File: src/rtl/spawn_sched_pkg.sv
// Shared types, constants and the round-robin slot picker for the spawn scheduler.
package spawn_sched_pkg;

    typedef enum logic [1:0] {IDLE, WAIT, PICK, STALL} sched_state_t;

    localparam logic [15:0] LFSR_TAPS = 16'hB400;

    // First set bit of avail scanning upward from (start % nslot), wrapping to 0.
    function automatic logic [2:0] rr_pick(input logic [7:0] avail, input logic [2:0] start,
                                           input int nslot);
        logic [2:0] pick;
        logic       found;
        int         idx;
        pick  = 3'd0;
        found = 1'b0;
        for (int k = 0; k < 8; k++) begin
            idx = ((int'(start) % nslot) + k) % nslot;
            if ((k < nslot) && !found && avail[idx[2:0]]) begin
                pick  = idx[2:0];
                found = 1'b1;
            end else begin
                found = found;
            end
        end
        return pick;
    endfunction

endpackage

File: src/rtl/spawn_scheduler_lfsr16.sv
// 16-bit Galois LFSR, free running out of reset; a zero seed is replaced by 1.
module lfsr16
    import spawn_sched_pkg::*;
(
    input  logic        clk,
    input  logic        rst_n,
    input  logic [15:0] seed,
    output logic [15:0] q
);

    // Shift right, folding the dropped bit back in through the tap mask
    always_ff @(posedge clk) begin
        if (!rst_n) begin
            q <= (seed == 16'h0000) ? 16'h0001 : seed;
        end else begin
            q <= {1'b0, q[15:1]} ^ (q[0] ? LFSR_TAPS : 16'h0000);
        end
    end

endmodule

File: src/rtl/spawn_scheduler.sv
// Paces obstacle spawns across NSLOT engines with an LFSR-randomised tick gap.
// Define SPAWN_SCHED_DIFFICULTY_EN to shrink the gap as spawns accumulate.
module spawn_scheduler
    import spawn_sched_pkg::*;
#(
    parameter int          NSLOT       = 4,
    parameter int          MIN_GAP     = 8,
    parameter logic [7:0]  GAP_MASK    = 8'h0F,
    parameter logic [15:0] LFSR_SEED   = 16'hACE1,
    parameter int          PEND_TMO    = 4,
    parameter int          RAMP_SPAWNS = 16,
    parameter int          GAP_FLOOR   = 2
) (
    input  logic             clk,
    input  logic             rst_n,
    input  logic             tick,
    input  logic             run,
    input  logic [NSLOT-1:0] active,
    output logic [NSLOT-1:0] en,
    output logic [15:0]      spawn_count
);

    localparam int TW = $clog2(PEND_TMO + 1);

    sched_state_t     state_r, state_nxt_s;
    logic [15:0]      lfsr_s;
    logic [8:0]       gap_cnt_r, gap_load_s;
    logic [7:0]       eff_gap_nxt_s;
    logic [NSLOT-1:0] pend_r, avail_s, sel_oh_s, en_r;
    logic [TW-1:0]    pend_tmr_r [NSLOT];
    logic [15:0]      count_r;
    logic [2:0]       sel_s;
    logic             fire_s, load_gap_s, dec_gap_s;

    lfsr16 u_lfsr (
        .clk   (clk),
        .rst_n (rst_n),
        .seed  (LFSR_SEED),
        .q     (lfsr_s)
    );

    assign avail_s    = ~active & ~pend_r;
    assign sel_s      = rr_pick(8'(avail_s), lfsr_s[15:13], NSLOT);
    assign sel_oh_s   = {{(NSLOT-1){1'b0}}, 1'b1} << sel_s;
    assign gap_load_s = {1'b0, eff_gap_nxt_s} + {1'b0, lfsr_s[7:0] & GAP_MASK};

`ifdef SPAWN_SCHED_DIFFICULTY_EN
    localparam int RW = $clog2(RAMP_SPAWNS + 1);
    logic [7:0]    eff_gap_r;
    logic [RW-1:0] ramp_cnt_r, ramp_cnt_nxt_s;

    // Ramp: every RAMP_SPAWNS fires the base gap drops by one down to GAP_FLOOR
    always_comb begin
        eff_gap_nxt_s  = eff_gap_r;
        ramp_cnt_nxt_s = ramp_cnt_r;
        if (fire_s) begin
            if (ramp_cnt_r == RW'(RAMP_SPAWNS - 1)) begin
                ramp_cnt_nxt_s = '0;
                if (eff_gap_r > 8'(GAP_FLOOR)) begin
                    eff_gap_nxt_s = eff_gap_r - 8'd1;
                end else begin
                    eff_gap_nxt_s = eff_gap_r;
                end
            end else begin
                ramp_cnt_nxt_s = ramp_cnt_r + RW'(1);
            end
        end else begin
            eff_gap_nxt_s = eff_gap_r;
        end
    end

    // Ramp state, cleared only by reset
    always_ff @(posedge clk) begin
        if (!rst_n) begin
            eff_gap_r  <= 8'(MIN_GAP);
            ramp_cnt_r <= '0;
        end else begin
            eff_gap_r  <= eff_gap_nxt_s;
            ramp_cnt_r <= ramp_cnt_nxt_s;
        end
    end
`else
    assign eff_gap_nxt_s = 8'(MIN_GAP);
`endif

    // State register
    always_ff @(posedge clk) begin
        if (!rst_n) begin
            state_r <= IDLE;
        end else begin
            state_r <= state_nxt_s;
        end
    end

    // Next-state logic; dropping run always returns to IDLE
    always_comb begin
        state_nxt_s = state_r;
        if (!run) begin
            state_nxt_s = IDLE;
        end else begin
            case (state_r)
                IDLE:    state_nxt_s = WAIT;
                WAIT:    state_nxt_s = (tick && (gap_cnt_r == 9'd0)) ? PICK : WAIT;
                PICK:    state_nxt_s = (|avail_s) ? WAIT : STALL;
                STALL:   state_nxt_s = tick ? PICK : STALL;
                default: state_nxt_s = IDLE;
            endcase
        end
    end

    // Per-state control strobes
    always_comb begin
        fire_s     = 1'b0;
        load_gap_s = 1'b0;
        dec_gap_s  = 1'b0;
        if (run) begin
            case (state_r)
                IDLE:    load_gap_s = 1'b1;
                WAIT:    dec_gap_s  = tick && (gap_cnt_r != 9'd0);
                PICK: begin
                    fire_s     = |avail_s;
                    load_gap_s = |avail_s;
                end
                STALL:   fire_s = 1'b0;
                default: fire_s = 1'b0;
            endcase
        end else begin
            fire_s = 1'b0;
        end
    end

    // Gap counter, fire pulse, spawn counter and per-slot pending blockers
    always_ff @(posedge clk) begin
        if (!rst_n) begin
            gap_cnt_r <= 9'd0;
            en_r      <= '0;
            count_r   <= 16'd0;
            pend_r    <= '0;
            for (int i = 0; i < NSLOT; i++) begin
                pend_tmr_r[i] <= '0;
            end
        end else begin
            if (load_gap_s) begin
                gap_cnt_r <= gap_load_s;
            end else if (dec_gap_s) begin
                gap_cnt_r <= gap_cnt_r - 9'd1;
            end else begin
                gap_cnt_r <= gap_cnt_r;
            end
            en_r    <= fire_s ? sel_oh_s : '0;
            count_r <= count_r + {15'd0, fire_s};
            // A slot stays blocked until its engine reports busy or the timeout lapses
            for (int i = 0; i < NSLOT; i++) begin
                if (fire_s && (sel_s == 3'(i))) begin
                    pend_r[i]     <= 1'b1;
                    pend_tmr_r[i] <= TW'(PEND_TMO);
                end else if (pend_r[i]) begin
                    if (active[i] || (pend_tmr_r[i] == TW'(1))) begin
                        pend_r[i] <= 1'b0;
                    end else begin
                        pend_tmr_r[i] <= pend_tmr_r[i] - TW'(1);
                    end
                end else begin
                    pend_r[i] <= 1'b0;
                end
            end
        end
    end

    assign en          = en_r;
    assign spawn_count = count_r;

endmodule
File: config.mk
export PLATFORM = sky130hd
export DESIGN_NAME = spawn_scheduler
export DESIGN_NICKNAME = d
export VERILOG_FILES = /design/src/rtl/spawn_sched_pkg.sv /design/src/rtl/spawn_scheduler_lfsr16.sv /design/src/rtl/spawn_scheduler.sv
export SDC_FILE = /design/constraint.sdc
export NUM_CORES = 1
export LEC_CHECK = 0
export CORE_AREA = 2 2 94 96
export DETAILED_ROUTE_END_ITERATION = 12
export DIE_AREA = 0 0 96 98
export GPL_ROUTABILITY_DRIVEN = 0
export PLACE_DENSITY = 0.54
export SKIP_CTS_REPAIR_TIMING = 1
export SLEW_MARGIN = 20
export SYNTH_ARGS = -nofsm -noshare
export SYNTH_HDL_FRONTEND = slang
export SYNTH_SLANG_ARGS = --single-unit
File: constraint.sdc
create_clock -name clk -period 4.3 [get_ports clk]
set_clock_uncertainty 0.15 [all_clocks]
set_input_delay 1.075 -clock clk [delete_from_list [all_inputs] [get_ports clk]]
set_output_delay 1.075 -clock clk [all_outputs]
set_load 0.01 [all_outputs]
==> impl_metrics.yaml <==
final_layout:
  finalNonFillerCells: 429
  area.sequential_mm2: 0.00138
  fillers: 866
  nNetsFinal: 335
  final_layout_size_suffix_gt1_share_pct: 10.3
  n_antenna_cell: 0
  multiInputGateArea_mm2: 0.00140
  area_growth_pct: 21.9
  layout.cell_area.non_filler_mm2: 0.00349
  final_core_util_pct: 41.3
route:
  number_of_vias_in_the_routed_layout: 2105
  wl_per_cell_um: 13.1
  detail_route.wirelength_um: 5640
  drc_errors: 0
  drtPass1Iterations: 4
  via_per_inst: 4.91
  antenna_violating_nets_post_route: 0
  drt_iter0_drc: 71
clock_tree:
  cts-root-to-sink-buffers: 2
  clock_transition_at_path_regs_ps: 70
  cts.htree.levels: 3
  clock_root_cell: "sky130_fd_sc_hd__clkbuf_8"
  cts_tree: "yes"
  clock_sinks: 63
  numCtsBuffers: 9
  clock_insertion_delay_worst_skew_ps: 330
floorplan:
  core_region_area_mm2: 0.00847
  die-area_mm2: 0.00941
  die_h_um: 98
  std_cell_rows: 34
  initial_core_utilization_pct: 33.9
  die_width_um: 96
  io_pins: 28
grt:
  remaining_global_route_overflow: 0
  grt_start_max_net_pins: 31
  antenna_violations_before_repair: 0
  global_route.usage.total_pct: 13.1
  grt_pass1_wl_um: 9500
  vias_in_the_first_global_route: 1956
timing:
  final_max_slew_viol_count: 0
  timing.setup.tns_ps: 0
  grt_setup_unrepaired: "no"
  slew-limit-headroom_pct: 40.0
  hold_viol: 0
  fin_crit_sh_pct: 74.8
  final-setup-viol-count: 0
  max_freq_mhz: 311
  hold_slack_ps: 260
  layout_min_cycle_time_ps: 3220
  worst_slew_pin_slew_ps: 898
yosys:
  synth-seq-cells: 63
  yosysUniqueCellTypes: 51
  netlist_area_mm2: 0.00287
  syn-mean-instance-area_um2: 10.1
  synth_largest_type_area_fraction_pct: 35.6
  ys_seq_area_share_pct: 48.2
  synth_warnings: 0
  syn-num-nets: 302
  number_of_synthesized_flops_with_an_enable_pin: 12
  synth_top_cells_by_area: "sky130_fd_sc_hd__dfxtp_1, sky130_fd_sc_hd__edfxtp_1, sky130_fd_sc_hd__ha_1"
  post_synth_inst_count: 283
  postSynth.topFlopCell: "sky130_fd_sc_hd__dfxtp_1"
  synth_async_sr_flop_share_pct: 0
  netlist.top_cell.by_area: "sky130_fd_sc_hd__dfxtp_1"
power_and_ir_drop:
  combinational_cell_fraction_of_total_power_pct: 7.0
  internal_uw: 1040
  power_switching_uw: 290
  p_clk_share_pct: 45.4
  power_frac_seq_pct: 47.6
  leakage_uw: 0.00129
  ir_worst_vdd_mv: 0.154
  power_switching_share_pct: 21.8
  power_density_mw_per_mm2: 381
critical_path:
  path_common_cell: "sky130_fd_sc_hd__nor2_1"
  critical_path.startpoint_type: "input pin"
  critical_path.reg2reg.startpoint: "pend_r[0]$_SDFF_PN0_"
  worstPathCellList: "clkdlybuf4s50_1 > o22ai_1 > nor2_1 > nor2_1 > ha_1 > and3_1 > nand3_1 > or3_1 > a21oi_1"
  worst_ep_required_time_ps: 4410
  timing.critical_path.fanout_max: 6
  critical_path.slowest_cell: "sky130_fd_sc_hd__clkdlybuf4s50_1"
  regToRegEndpoint: "spawn_count[13]$_SDFF_PN0_"
  crit_path_end_kind: "flop"
  timing.reg2reg.setup_slack_ps: 2010
  arrival_ps: 3320
  critical_path_class: "in -> reg"
  critPathMaxStageDelay_ps: 490
  worst-r2r-cell-count: 8
placement:
  dp.cells: 413
  hpwlAfterDp_um: 3950
  placed_cell_area_mm2: 0.00326
  numPortBuffers: 27
min_path:
  worstHoldPathType: "reg -> reg"
  min-delay-start: "u_lfsr.q[12]$_SDFF_PN0_"
  holdPathEnd: "u_lfsr.q[11]$_SDFF_PN1_"
  hold_path_depth: 1
outcome:
  outcome: "complete, no violations"
run:
  count_of_maximum_capacitance_violations: 0
## per-stage QoR
step                      total power, uW  worst slack, ps
after global placement                740              828
after CTS                            1350             1120
final                                1330             1080
after floorplan                       712             1500
after global routing                 1390              929
after detailed placement              740              751
## flip-flops by register name, summed over array words and instances (netlist names)
signal       count
gap_cnt_r        9
en               4
u_lfsr.q        16
spawn_count     16
pend_tmr_r      12
pend_r           4
state_r          2
## per-layer routing
metal / vias to the layer above / track usage, % / part of all wire, %
met3: 9 / 2.78 / 2.0
met2: 19 / 19.4 / 47
met1: 994 / 17.3 / 49
met5: - / 0 / 0
li1: 1083 / - / -
met4: 0 / 7.58 / 2.4
## area by class of cell
cell class / count / area share [%]
Clock buffer: 9 / 3.54
Clock inverter: 7 / 3.19
Inverter: 15 / 1.61
Multi-Input combinational cell: 198 / 40.1
Sequential cell: 63 / 39.5
Tap cell: 108 / 3.87
Timing Repair Buffer: 29 / 8.16
## synthesized netlist by cell type, drive strengths merged, types with 2 or more instances
cell type / count
nand4b: 3
nand2b: 12
and2: 9
nor4: 4
a211oi: 3
o22ai: 5
clkbuf: 3
nand3b: 5
o21ai: 13
inv: 15
a21oi: 9
ha: 11
and3: 3
xor2: 10
o311ai: 3
nor3: 3
nor3b: 2
or2: 3
o41ai: 5
buf: 4
and4: 2
dfxtp: 51
nand2: 10
nand3: 6
o211ai: 4
nor2: 33
or4: 2
xnor2: 13
edfxtp: 12
or3: 4
nand4: 6
## worst max path at each step
stage | end | cells past startpoint | startpoint
CTS | spawn_count[13]$_SDFF_PN0_ | 9 | active[0]
detailed placement | spawn_count[13]$_SDFF_PN0_ | 9 | active[0]
global placement | spawn_count[14]$_SDFF_PN0_ | 9 | active[0]
finish | spawn_count[13]$_SDFF_PN0_ | 9 | active[0]
floorplan | spawn_count[14]$_SDFF_PN0_ | 7 | run
global route | spawn_count[13]$_SDFF_PN0_ | 9 | active[0]
## critical path, delay by kind of cell
| kind | cells | cell delay [ps] |
|---|---|---|
| AOI/OAI and AO/OA | 2 | 490 |
| adders and majority gates | 1 | 180 |
| buffers and inverters | 1 | 490 |
| and+or+nand+nor | 5 | 1070 |
## logic make-up (layout without fill, tap and decap cells)
| group | count (synthesis) | count (layout) | synth area share, % |
|---|---|---|---|
| AO/OA/AOI/OAI | 52 | 52 | 14.3 |
| XOR/XNOR | 23 | 23 | 7.02 |
| adder cells (fa/ha/maj) | 11 | 11 | 4.80 |
| buffers and inverters | 22 | 60 | 2.97 |
| flip-flops | 63 | 63 | 48.2 |
| multiplexers | 1 | 1 | 0.393 |
| AND/OR/NAND/NOR | 111 | 111 | 22.3 |
## power groups by stage
| stage | clock network, uW | registers [uW] | logic [uW] |
|---|---|---|---|
| after detailed placement | 0 | 647 | 93.1 |
| after global placement | 0 | 647 | 93.0 |
| after floorplan | 0 | 642 | 70.2 |
| final | 604 | 634 | 93.0 |
| after CTS | 625 | 634 | 93.9 |
| after global routing | 652 | 637 | 105 |
## cells in the final DEF (no fill, tap or decap), drive strengths merged, types with 5 or more instances in the layout
cell type,netlist,layout
nor2,33,33
a21oi,9,9
and2,9,9
xor2,10,10
nand2b,12,12
o21ai,13,13
nand4,6,6
nand2,10,10
inv,15,15
nand3b,5,5
o41ai,5,5
dfxtp,51,51
clkbuf,3,9
nand3,6,6
clkdlybuf4s50,0,27
o22ai,5,5
ha,11,11
xnor2,13,13
edfxtp,12,12
Note: power is estimated with default switching activity, not from simulation.
